## config.mk

```make
export PLATFORM = sky130hd
export DESIGN_NAME = sm3_msg_expand
export DESIGN_NICKNAME = d
export VERILOG_FILES = /design/src/rtl/sm3_msg_expand.sv
export SDC_FILE = /design/constraint.sdc
export NUM_CORES = 1
export LEC_CHECK = 0
export CAP_MARGIN = 10
export CORE_AREA = 2 2 167 333
export DETAILED_ROUTE_END_ITERATION = 6
export DIE_AREA = 0 0 169 335
export PLACE_DENSITY_LB_ADDON = 0.2
export SLEW_MARGIN = 30
export SYNTH_ARGS = -nofsm -noshare
export SYNTH_HDL_FRONTEND = slang
export SYNTH_SLANG_ARGS = --single-unit
export TNS_END_PERCENT = 1
```

## constraint.sdc

```tcl
create_clock -name clk -period 8.2 [get_ports clk]
set_input_delay 1.64 -clock clk [delete_from_list [all_inputs] [get_ports clk]]
set_output_delay 1.64 -clock clk [all_outputs]
set_load 0.05 [all_outputs]
```

## src/rtl/sm3_msg_expand.sv

```systemverilog
// SM3 message-expansion scheduler: loads one 512-bit block and streams
// (W_j, W'_j) for j = 0..63 over a valid/ready handshake, one pair per transfer.

module sm3_rol (
    input  logic [31:0] din,
    input  logic [4:0]  num,
    output logic [31:0] dout
);

    logic [63:0] dbl_s;

    // Rotate-left by num via a doubled word shifted and upper half taken
    always_comb begin
        dbl_s = {din, din} << num;
        dout  = dbl_s[63:32];
    end

endmodule

module sm3_msg_expand (
    input  logic         clk,
    input  logic         rst,
    input  logic         start,
    input  logic [511:0] din,
    input  logic         ready,
    output logic         busy,
    output logic         wj_valid,
    output logic [31:0]  wj,
    output logic [31:0]  wpj,
    output logic [6:0]   j,
    output logic         done
);

    typedef enum logic [0:0] {
        S_IDLE = 1'b0,
        S_RUN  = 1'b1
    } state_t;

    state_t      state_r;
    state_t      state_s;
    logic [31:0] win_r [0:15];
    logic [6:0]  cnt_r;
    logic        done_r;
    logic        load_s;
    logic        xfer_s;
    logic        last_s;

    logic [31:0] w13_rol15_s;
    logic [31:0] w3_rol7_s;
    logic [31:0] x_s;
    logic [31:0] x_rol15_s;
    logic [31:0] x_rol23_s;
    logic [31:0] wnew_s;

    sm3_rol u_rol_w13 (.din(win_r[13]), .num(5'd15), .dout(w13_rol15_s));
    sm3_rol u_rol_w3  (.din(win_r[3]),  .num(5'd7),  .dout(w3_rol7_s));
    sm3_rol u_rol_x15 (.din(x_s),       .num(5'd15), .dout(x_rol15_s));
    sm3_rol u_rol_x23 (.din(x_s),       .num(5'd23), .dout(x_rol23_s));

    // Next window word W_{j+16}: P1 applied to the first XOR group, then mixed in
    always_comb begin
        x_s    = win_r[0] ^ win_r[7] ^ w13_rol15_s;
        wnew_s = x_s ^ x_rol15_s ^ x_rol23_s ^ w3_rol7_s ^ win_r[10];
    end

    // Next-state and handshake decode
    always_comb begin
        state_s = state_r;
        load_s  = 1'b0;
        xfer_s  = 1'b0;
        last_s  = 1'b0;
        case (state_r)
            S_IDLE: begin
                if (start) begin
                    load_s  = 1'b1;
                    state_s = S_RUN;
                end else begin
                    state_s = S_IDLE;
                end
            end
            S_RUN: begin
                xfer_s = ready;
                last_s = ready && (cnt_r == 7'd63);
                if (last_s) begin
                    state_s = S_IDLE;
                end else begin
                    state_s = S_RUN;
                end
            end
            default: begin
                state_s = S_IDLE;
            end
        endcase
    end

    // State register
    always_ff @(posedge clk) begin
        if (rst) begin
            state_r <= S_IDLE;
        end else begin
            state_r <= state_s;
        end
    end

    // Sliding window: parallel load on start, shift-in of W_{j+16} per transfer
    always_ff @(posedge clk) begin
        if (rst) begin
            for (int k = 0; k < 16; k++) begin
                win_r[k] <= 32'd0;
            end
        end else if (load_s) begin
            for (int k = 0; k < 16; k++) begin
                win_r[k] <= din[511 - 32*k -: 32];
            end
        end else if (xfer_s) begin
            for (int k = 0; k < 15; k++) begin
                win_r[k] <= win_r[k + 1];
            end
            win_r[15] <= wnew_s;
        end
    end

    // Index counter returns to 0 after the last pair so j never leaves 0..63
    always_ff @(posedge clk) begin
        if (rst) begin
            cnt_r <= 7'd0;
        end else if (load_s || last_s) begin
            cnt_r <= 7'd0;
        end else if (xfer_s) begin
            cnt_r <= cnt_r + 7'd1;
        end
    end

    // One-cycle completion pulse after the final transfer
    always_ff @(posedge clk) begin
        if (rst) begin
            done_r <= 1'b0;
        end else begin
            done_r <= last_s;
        end
    end

    // Outputs come from registered state only; data is zeroed outside RUN
    always_comb begin
        busy     = (state_r == S_RUN);
        wj_valid = (state_r == S_RUN);
        j        = cnt_r;
        done     = done_r;
        if (state_r == S_RUN) begin
            wj  = win_r[0];
            wpj = win_r[0] ^ win_r[4];
        end else begin
            wj  = 32'd0;
            wpj = 32'd0;
        end
    end

endmodule

```

==> reports/results.tsv, run 1 <==
metric	value	unit
overflow	0	
ctsRootBufferMaster	clkbuf_16	
power_frac_comb	20.8	%
p_sw	2050	µW
gp_congestion	0.952	
ys_warn_count	0	
async_reset_ff_share	0	%
grt_pass1_wl	122000	µm
io_buffers	589	
drt_first_pass_iters	5	
tns	0	ns
cp.arrival	2.63	ns
cts_num_sinks	521	
dieArea	56600	µm²
clk_pin_slew	0.07	ns
syn_area	24100	µm²
postLayoutCoreUtil	59.2	%
synthToLayoutAreaGrowth	33.1	%
die_h	335	µm
whs_path_depth	1	
instances_no_fill	3062	
synth_top_area_cell	edfxtp_1	
synth-xor-area-share	9.08	%
finalCritPeriodShare	52.1	%
hold_ws	0.515	ns
initial_core_util	44.5	%
reg2reg_depth	5	
cts_buffer_depth	3	
die_width	169	µm
yosysUniqueCellTypes	32	
clock-skew-final	0.0318	ns
synthMuxAreaShare	0	%
ys_top_cells_by_area	edfxtp_1 (64%), a22o_1 (12%), xnor2_1 (5.9%)	
wl	88600	µm
period_minus_slack	4.27	ns
ios	590	
multiInputGateArea	7960	µm²
antenna_found_initial	15	
worstPathRequired	6.56	ns
cts_tree	done	
p_int	5220	µW
maxSlewViolCount	0	
fmax	234	MHz
power_density	227	nW/µm²
num_rows	121	
clkLatencyLatePin	0.58	ns
synth_top_family_by_area	compound AO/OA/AOI/OAI gates	
grt_use_total	30.5	%
seq_power_share	47.2	%
syn_inst	1820	
sw_frac_of_total	28.2	%
critical_path_class	flip-flop to primary output	
dp_hpwl	66300	µm
grt_pass1_vias	17804	
status	completed	
num_vias	17772	
post_cts_buffers	0	
p_leak	0.0119	µW
layout-drive-gt1-share	5.31	%
core-area	54200	µm²
cp_max_fo	38	
yosys.area_share.simple	7.93	%
ir_worst_vdd	0.174	mV
start_kind	flip-flop	
cts_max_level	2	
wl_per_cell	28.9	µm
cts-resized-gates	0	
ys_ff_latch	521	
hold_violations	0	
synth_edf_count	512	
numCtsBuffers	48	
layout.nets	2853	
drtIter0Drc	2023	
fill_cells	4379	
maxCapViolCount	0	
tightest_slew	1.05	ns
synthAdderAreaFrac	0.0519	%
grt_max_degree	225	
synthFlopType	edfxtp_1	
p_clk_share	32.0	%
fin_area	32100	µm²
placed_cells_incl_taps	2961	
hold_class	flip-flop to flip-flop	
setup_viol	0	
placed_cell_area	30400	µm²
drc	0	
cp-end-kind	primary output	
syn_nets	2337	
cts_hold_buf	0	
synth-seq-area-share	64.5	%
regArea	15600	µm²
yosysTopAreaCellShare	63.8	%
synth_compound_area_share	15.7	%
rsz0062_at_grt	false	
viasPerCell	5.80	
syn_area_per_cell	13.2	µm²
slew_headroom	30.3	%
ant_nets	0	
==> cell families after synthesis <==
group / Yosys count
AOI/OAI and AO/OA: 515
xor gates and xnor gates: 197
DFF: 521
and+or+nand+nor: 443
adders and majority gates: 1
buffers and inverters: 143
==> cell usage in the layout (no fill, tap or decap), types with 2 or more instances in the layout <==
cell type        instances
nand2_4                  2
clkbuf_16               49
nand3b_1                32
o21ai_1                 32
nand2_1                325
xnor2_1                162
nand2_8                  2
buf_6                    2
clkinvlp_4               2
xor2_1                   3
clkbuf_1                 9
and2_2                   9
buf_4                   13
and2_1                  24
edfxtp_1               512
clkinv_1                11
a22o_1                 320
diode_2                 13
dfxtp_1                  8
xnor3_2                 19
bufinv_16                7
clkdlybuf4s50_1        588
nand2b_1                 2
clkinv_2                 7
xnor3_1                 13
nor2_1                  37
buf_12                   4
a21oi_1                161
==> sequential cells by signal, indices dropped and copies added, names as in the netlist <==
name and count:
done 1, busy 1, j 7, win_r 512
==> cells in the mapped netlist, types with 2 or more instances <==
cell / count
a21oi_1: 162
xnor3_2: 19
nand3b_1: 32
edfxtp_1: 512
xnor3_1: 13
o21ai_1: 32
buf_1: 8
a22o_1: 320
buf_4: 3
xor2_1: 3
clkbuf_1: 41
buf_2: 90
nor2_1: 37
dfxtp_1: 9
and2_1: 25
and2_2: 9
xnor2_1: 162
nand2_1: 328
nand2b_1: 2
==> worst max-delay path, cell delays in order, from the launching register on <==
cell             delay [ns]
dfxtp_2                0.42
buf_4                  0.50
and2_1                 0.22
clkdlybuf4s50_1        0.87
==> per-stage QoR <==
stage | total power (µW) | worst slack, ns
floorplan | 4220 | 0.556
global placement | 4970 | 3.34
detailed placement | 4980 | 3.28
CTS | 7290 | 3.88
global route | 7440 | 3.73
finish | 7270 | 3.93
==> per-layer routing <==
metal	part of all wire [%]	global-route usage, %	wire, µm
met5	0.045	0	40
met4	6.5	17.4	5750
met3	7.3	4.73	6510
met2	50	52.5	44400
met1	36	36.3	31900
==> layout make-up <==
type,instances,share of cell area [%]
timing repair buffer,608,19.0
antenna,13,0.101
sequential,521,48.5
clock inverter,29,0.994
clock buffer,58,3.93
multi-input combinational,1156,24.8
inverter,1,0.0117
tap,676,2.64
==> power by group through the flow <==
| stage | sequential, µW | clock (µW) | combinational (µW) |
|---|---|---|---|
| after global placement | 3480 | 0 | 1490 |
| final | 3430 | 2330 | 1510 |
| after floorplan | 3400 | 0 | 820 |
| after detailed placement | 3490 | 0 | 1490 |
| after global routing | 3450 | 2430 | 1570 |
| after CTS | 3430 | 2350 | 1510 |
==> path summary, 6_finish.rpt <==
kind / end / slack, ns / start
setup reg to reg: win_r[1][21] / 4.54 / busy
setup / recovery: wj[28] / 3.93 / busy
hold / removal: j[6] / 0.51 / j[6]
hold reg to reg: j[6] / 0.51 / j[6]
Note: power is estimated with default switching activity, not from simulation.
==> run 2, diff against run 1 <==
Clock period 8.2 ns to 4 ns, I/O delays scaled along.
==> run 2 against run 1 <==
Combinational power up 110%. Die area stayed put. Cell area is 0.60% higher. Critical path type unchanged.
==> reports/results.tsv, run 2 (same netlist as run 1, synthesis figures left out) <==
metric	value	unit	change
status	completed		
fmax	298	MHz	
gp_congestion	0.925		-2.8%
slew_headroom	42.3	%	+12 points
rsz0062_at_grt	false		
fill_cells	4340		-0.89%
synthToLayoutAreaGrowth	33.9	%	
worstPathRequired	3.20	ns	-3.36 ns
cts_tree	done		
numCtsBuffers	48		unchanged
clkLatencyLatePin	0.59	ns	about the same
dp_hpwl	68400	µm	+3.3%
cts_num_sinks	521		unchanged
viasPerCell	5.77		-0.65%
cts_hold_buf	0		unchanged
core-area	54200	µm²	unchanged
ant_nets	0		unchanged
clock-skew-final	0.0152	ns	-0.0166 ns
io_buffers	589		unchanged
layout.nets	2876		+0.81%
critical_path_class	flip-flop to primary output		
cts_buffer_depth	3		unchanged
initial_core_util	44.5	%	unchanged
overflow	0		unchanged
period_minus_slack	3.36	ns	
antenna_found_initial	19		+4
layout_common_cells	clkdlybuf4s50_1 (588), edfxtp_1 (512), nand2_1 (325)		
layout-drive-gt1-share	6.26	%	+0.95 points
largest_register	win_r		
postLayoutCoreUtil	59.6	%	+0.36 points
instances_no_fill	3088		+0.85%
die_h	335	µm	unchanged
maxSlewViolCount	0		unchanged
drtIter0Drc	1796		-11%
placed_cells_incl_taps	2985		+0.81%
post_cts_buffers	0		unchanged
drc	0		unchanged
whs_path_depth	2		+1
setup_viol	0		unchanged
drt_first_pass_iters	6		+1
grt_max_degree	115		-49%
grt_use_total	30.8	%	+0.29 points
wl	89200	µm	+0.58%
tightest_slew	0.859	ns	-0.186 ns
ctsRootBufferMaster	clkbuf_16		
cp-end-kind	primary output		
cp.arrival	2.56	ns	-0.07 ns
power_density	455	nW/µm²	+100%
clk_pin_slew	0.07	ns	about the same
num_rows	121		unchanged
die_width	169	µm	unchanged
hold_class	flip-flop to flip-flop		
ios	590		unchanged
ir_worst_vdd	0.286	mV	+65%
dieArea	56600	µm²	unchanged
reg2reg_depth	4		-1
largest_reg_flops	512		unchanged
start_kind	flip-flop		
grt_pass1_vias	18021		+1.2%
num_vias	17806		+0.19%
cts_max_level	2		unchanged
layout_commonest_cell	clkdlybuf4s50_1		
maxCapViolCount	0		unchanged
finalCritPeriodShare	84.0	%	
cp_max_fo	33		-13%
hold_violations	0		unchanged
p_leak	0.0120	µW	+0.97%
cts-resized-gates	0		unchanged
grt_pass1_wl	124000	µm	+0.99%
wl_per_cell	28.9	µm	-0.27%
[run 2: changes by cell type in the layout (fill, tap and decap cells not counted), moves of 2 or more]
cell / delta
buf_12: +8
buf_4: +17
bufinv_16: -5
clkbuf_1: +5
clkbuf_16: +2
clkinv_1: -7
diode_2: +4
inv_6: +2
[run 2: power by group]
part           switching, µW  leakage [µW]  internal (µW)
clock network           2070      0.000737           2470
logic                   1710       0.00559           1410
registers                415       0.00565           6620
[run 2: cell type report]
type	instances	area, µm²	area share (%)
antenna	17	42.5	0.132
timing repair buffer	631	6360	19.7
tap	676	846	2.62
sequential	521	15600	48.2
multi-input combinational	1156	7970	24.7
clock buffer	65	1330	4.12
inverter	1	3.75	0.0116
clock inverter	21	173	0.535
[run 2: stage by stage]
stage	hold slack (ns)	total power, µW	instance area (µm²)	worst slack [ns]	TNS (ns)
global route	0.534	15100	32300	0.558	0
CTS	0.503	14700	32200	0.596	0
finish	0.501	14700	32300	0.639	0
detailed placement	0.491	10200	30700	0.955	0
floorplan	0.512	8610	24100	-0.213	-41.67
global placement	0.479	10200	30700	1.02	0
[run 2: path summary, 6_finish.rpt]
kind,startpoint,end,slack [ns]
max,busy,wpj[31],0.64
min,j[1],j[1],0.50
max reg2reg,busy,win_r[14][10],1.47
min reg2reg,j[1],j[1],0.50
[run 2: routing by layer]
layer | track usage [%] | wire length, µm | vias to the layer above | share of wire, %
li1 | - | - | 7905 | -
met1 | 35.3 | 31500 | 8794 | 35
met2 | 53.7 | 45000 | 915 | 50
met3 | 5.74 | 6740 | 182 | 7.6
met4 | 17.9 | 5880 | 10 | 6.6
met5 | 0 | 64 | - | 0.072
[run 2: critical path, cell delays in order, from the launching register on]
cell and delay (ns):
dfxtp_2 0.32, inv_2 0.60, nor2_1 0.22, clkdlybuf4s50_1 0.78
==> run 3, diff against run 2 <==
Clock period 4 ns to 2.82 ns, I/O delays scaled along.
==> run 3 against run 2 <==
Setup slack worse by 0.57 ns. Final cell count is 1.1% higher. Sequential share of layout area is 1.1 points lower. Combinational power is 51% higher. Global-route usage increased by 0.12 points. Worst hold slack got worse by 0.20 ns.
==> reports/results.tsv, run 3 (same netlist as run 1, synthesis figures left out) <==
metric	value	unit	change
clkLatencyLatePin	0.59	ns	about the same
tightest_slew	0.644	ns	-0.216 ns
finalCritPeriodShare	97.4	%	
layout-drive-gt1-share	9.34	%	+3.1 points
cts_num_sinks	521		unchanged
die_width	169	µm	unchanged
crit_path_cell_trace	buf_4, and2_1, clkdlybuf4s50_1		
gp_congestion	0.923		-0.26%
ios	590		unchanged
io_buffers	589		unchanged
largest_register	win_r		
hold_class	primary input to flip-flop		
p_clk_share	31.0	%	about the same
p_sw	6070	µW	+45%
hp-start	rst		
layout.nets	2912		+1.3%
overflow	0		unchanged
start_kind	flip-flop		
worstPathRequired	2.26	ns	-0.94 ns
layout_commonest_cell	clkdlybuf4s50_1		
die_h	335	µm	unchanged
power_frac_comb	22.1	%	+0.9 points
sw_frac_of_total	28.6	%	+0.034 points
critPathBufInv	2		unchanged
critical_path_class	flip-flop to primary output		
grt_max_degree	144		+25%
core-area	54200	µm²	unchanged
ir_worst_vdd	0.437	mV	+53%
multiInputGateArea	7980	µm²	about the same
clk_pin_slew	0.07	ns	about the same
status	completed		
ant_nets	0		unchanged
seq_power_share	46.9	%	-1.0 points
cts_hold_buf	0		unchanged
synthToLayoutAreaGrowth	37.0	%	
numCtsBuffers	48		unchanged
grt_pass1_wl	124000	µm	+0.30%
grt_pass1_vias	18403		+2.1%
cts_max_level	2		unchanged
layout_common_cells	clkdlybuf4s50_1 (524), edfxtp_1 (512), nand2_1 (325)		
viasPerCell	5.80		+0.65%
num_rows	121		unchanged
cp.arrival	2.18	ns	-0.38 ns
hold_violations	0		unchanged
p_int	15200	µW	+45%
r2r-end	win_r[15][7]		
critPathMaxStageDelay	0.82	ns	+0.04 ns
whs_path_depth	2		unchanged
drt_first_pass_iters	5		-1
maxSlewViolCount	0		unchanged
hold_ws	0.299	ns	-0.202 ns
wl_per_cell	28.7	µm	-0.69%
slowest_stage	clkdlybuf4s50_1		
grt_use_total	31.0	%	+0.12 points
num_vias	18113		+1.7%
power_density	643	nW/µm²	+41%
dp_hpwl	69700	µm	+1.8%
p_leak	0.0125	µW	+4.5%
slew_headroom	56.8	%	+14 points
regArea	15600	µm²	unchanged
r2r_slack	0.56	ns	-0.91 ns
fmax	364	MHz	
initial_core_util	44.5	%	unchanged
setup_viol	0		unchanged
cp_max_fo	7		-79%
cts_buffer_depth	3		unchanged
drc	0		unchanged
holdPathEnd	busy		
rsz0062_at_grt	false		
post_cts_buffers	0		unchanged
period_minus_slack	2.75	ns	
path_delay_family	buffers and inverters		
fill_cells	4264		-1.8%
drtIter0Drc	1908		+6.2%
setup.worst_path.start	busy		
cp-end-kind	primary output		
dieArea	56600	µm²	unchanged
clock-skew-final	0.0291	ns	+0.0139 ns
ctsRootBufferMaster	clkbuf_16		
reg2reg_depth	4		unchanged
maxCapViolCount	0		unchanged
largest_reg_flops	512		unchanged
wl	89500	µm	+0.38%
rr_startpoint	win_r[13][9]		
tns	0	ns	unchanged
antenna_found_initial	18		-1
cts_tree	done		
[run 3: changes by cell type in the layout (fill, tap and decap cells not counted), sizes merged]
cell	previous run	this run
dlygate4sd2	0	24
bufinv	2	5
clkbuf	65	55
dlymetal6s2s	0	1
clkinvlp	1	2
inv	5	2
clkinv	14	22
buf	43	118
diode	17	15
clkdlybuf4s50	588	524
[run 3: final cells by class]
cell class / count / area share [%]
inverter: 1 / 0.0114
tap: 676 / 2.56
sequential: 521 / 47.1
clock buffer: 55 / 3.78
timing repair buffer: 667 / 21.5
multi-input combinational: 1156 / 24.1
antenna: 15 / 0.114
clock inverter: 30 / 0.837
[run 3: through the flow]
stage | cells | setup WS, ns | instance area (µm²) | util (%) | power (µW)
detailed placement | 3021 | 0.399 | 31500 | 58.1 | 14800
CTS | 3106 | 0.0000235 | 33000 | 60.9 | 21300
global placement | 3021 | 0.402 | 31500 | 58.1 | 14700
finish | 3121 | 0.0731 | 33000 | 61.0 | 21200
floorplan | 1820 | 0.119 | 24200 | - | 12200
global route | 3119 | 0.00469 | 33000 | 61.0 | 21700
[run 3: worst register-to-register path, delay by kind of cell, from the launching register on]
family	cells	cell delay (ns)
xor gates and xnor gates	3	1.19
DFF	1	0.68
AOI/OAI and AO/OA	1	0.12
[run 3: metal layers]
layer | track usage, % | vias to the layer above | share of wire (%)
li1 | - | 7979 | -
met1 | 35.3 | 8914 | 35
met2 | 53.9 | 1006 | 51
met3 | 5.70 | 208 | 7.9
met4 | 18.3 | 6 | 6.7
met5 | 0 | - | 0.044
[run 3: repair_timing]
action,CTS,global route
resized for setup,24,1
endpoints found under the setup margin,24,1
hold endpoints to repair,0,0
pin swaps,0,0
[run 3: power by group through the flow]
stage / Combinational (µW) / Clock (µW) / Sequential (µW)
2_1_floorplan: 2400 / 0 / 9790
3_3_place_gp: 4620 / 0 / 10100
3_5_place_dp: 4640 / 0 / 10100
4_1_cts: 4670 / 6650 / 9950
5_1_grt: 4850 / 6880 / 10000
6_report: 4700 / 6580 / 9970
[run 3: worst max-delay path by stage]
stage / endpoint / slack [ns] / cells past startpoint
4_1_cts: wj[30] / 0.00002 / 3
6_report: wj[31] / 0.07 / 3
2_1_floorplan: win_r[1][0] / 0.12 / 5
5_1_grt: wj[31] / 0.005 / 3
3_5_place_dp: win_r[3][17] / 0.40 / 5
3_3_place_gp: win_r[13][1] / 0.40 / 5
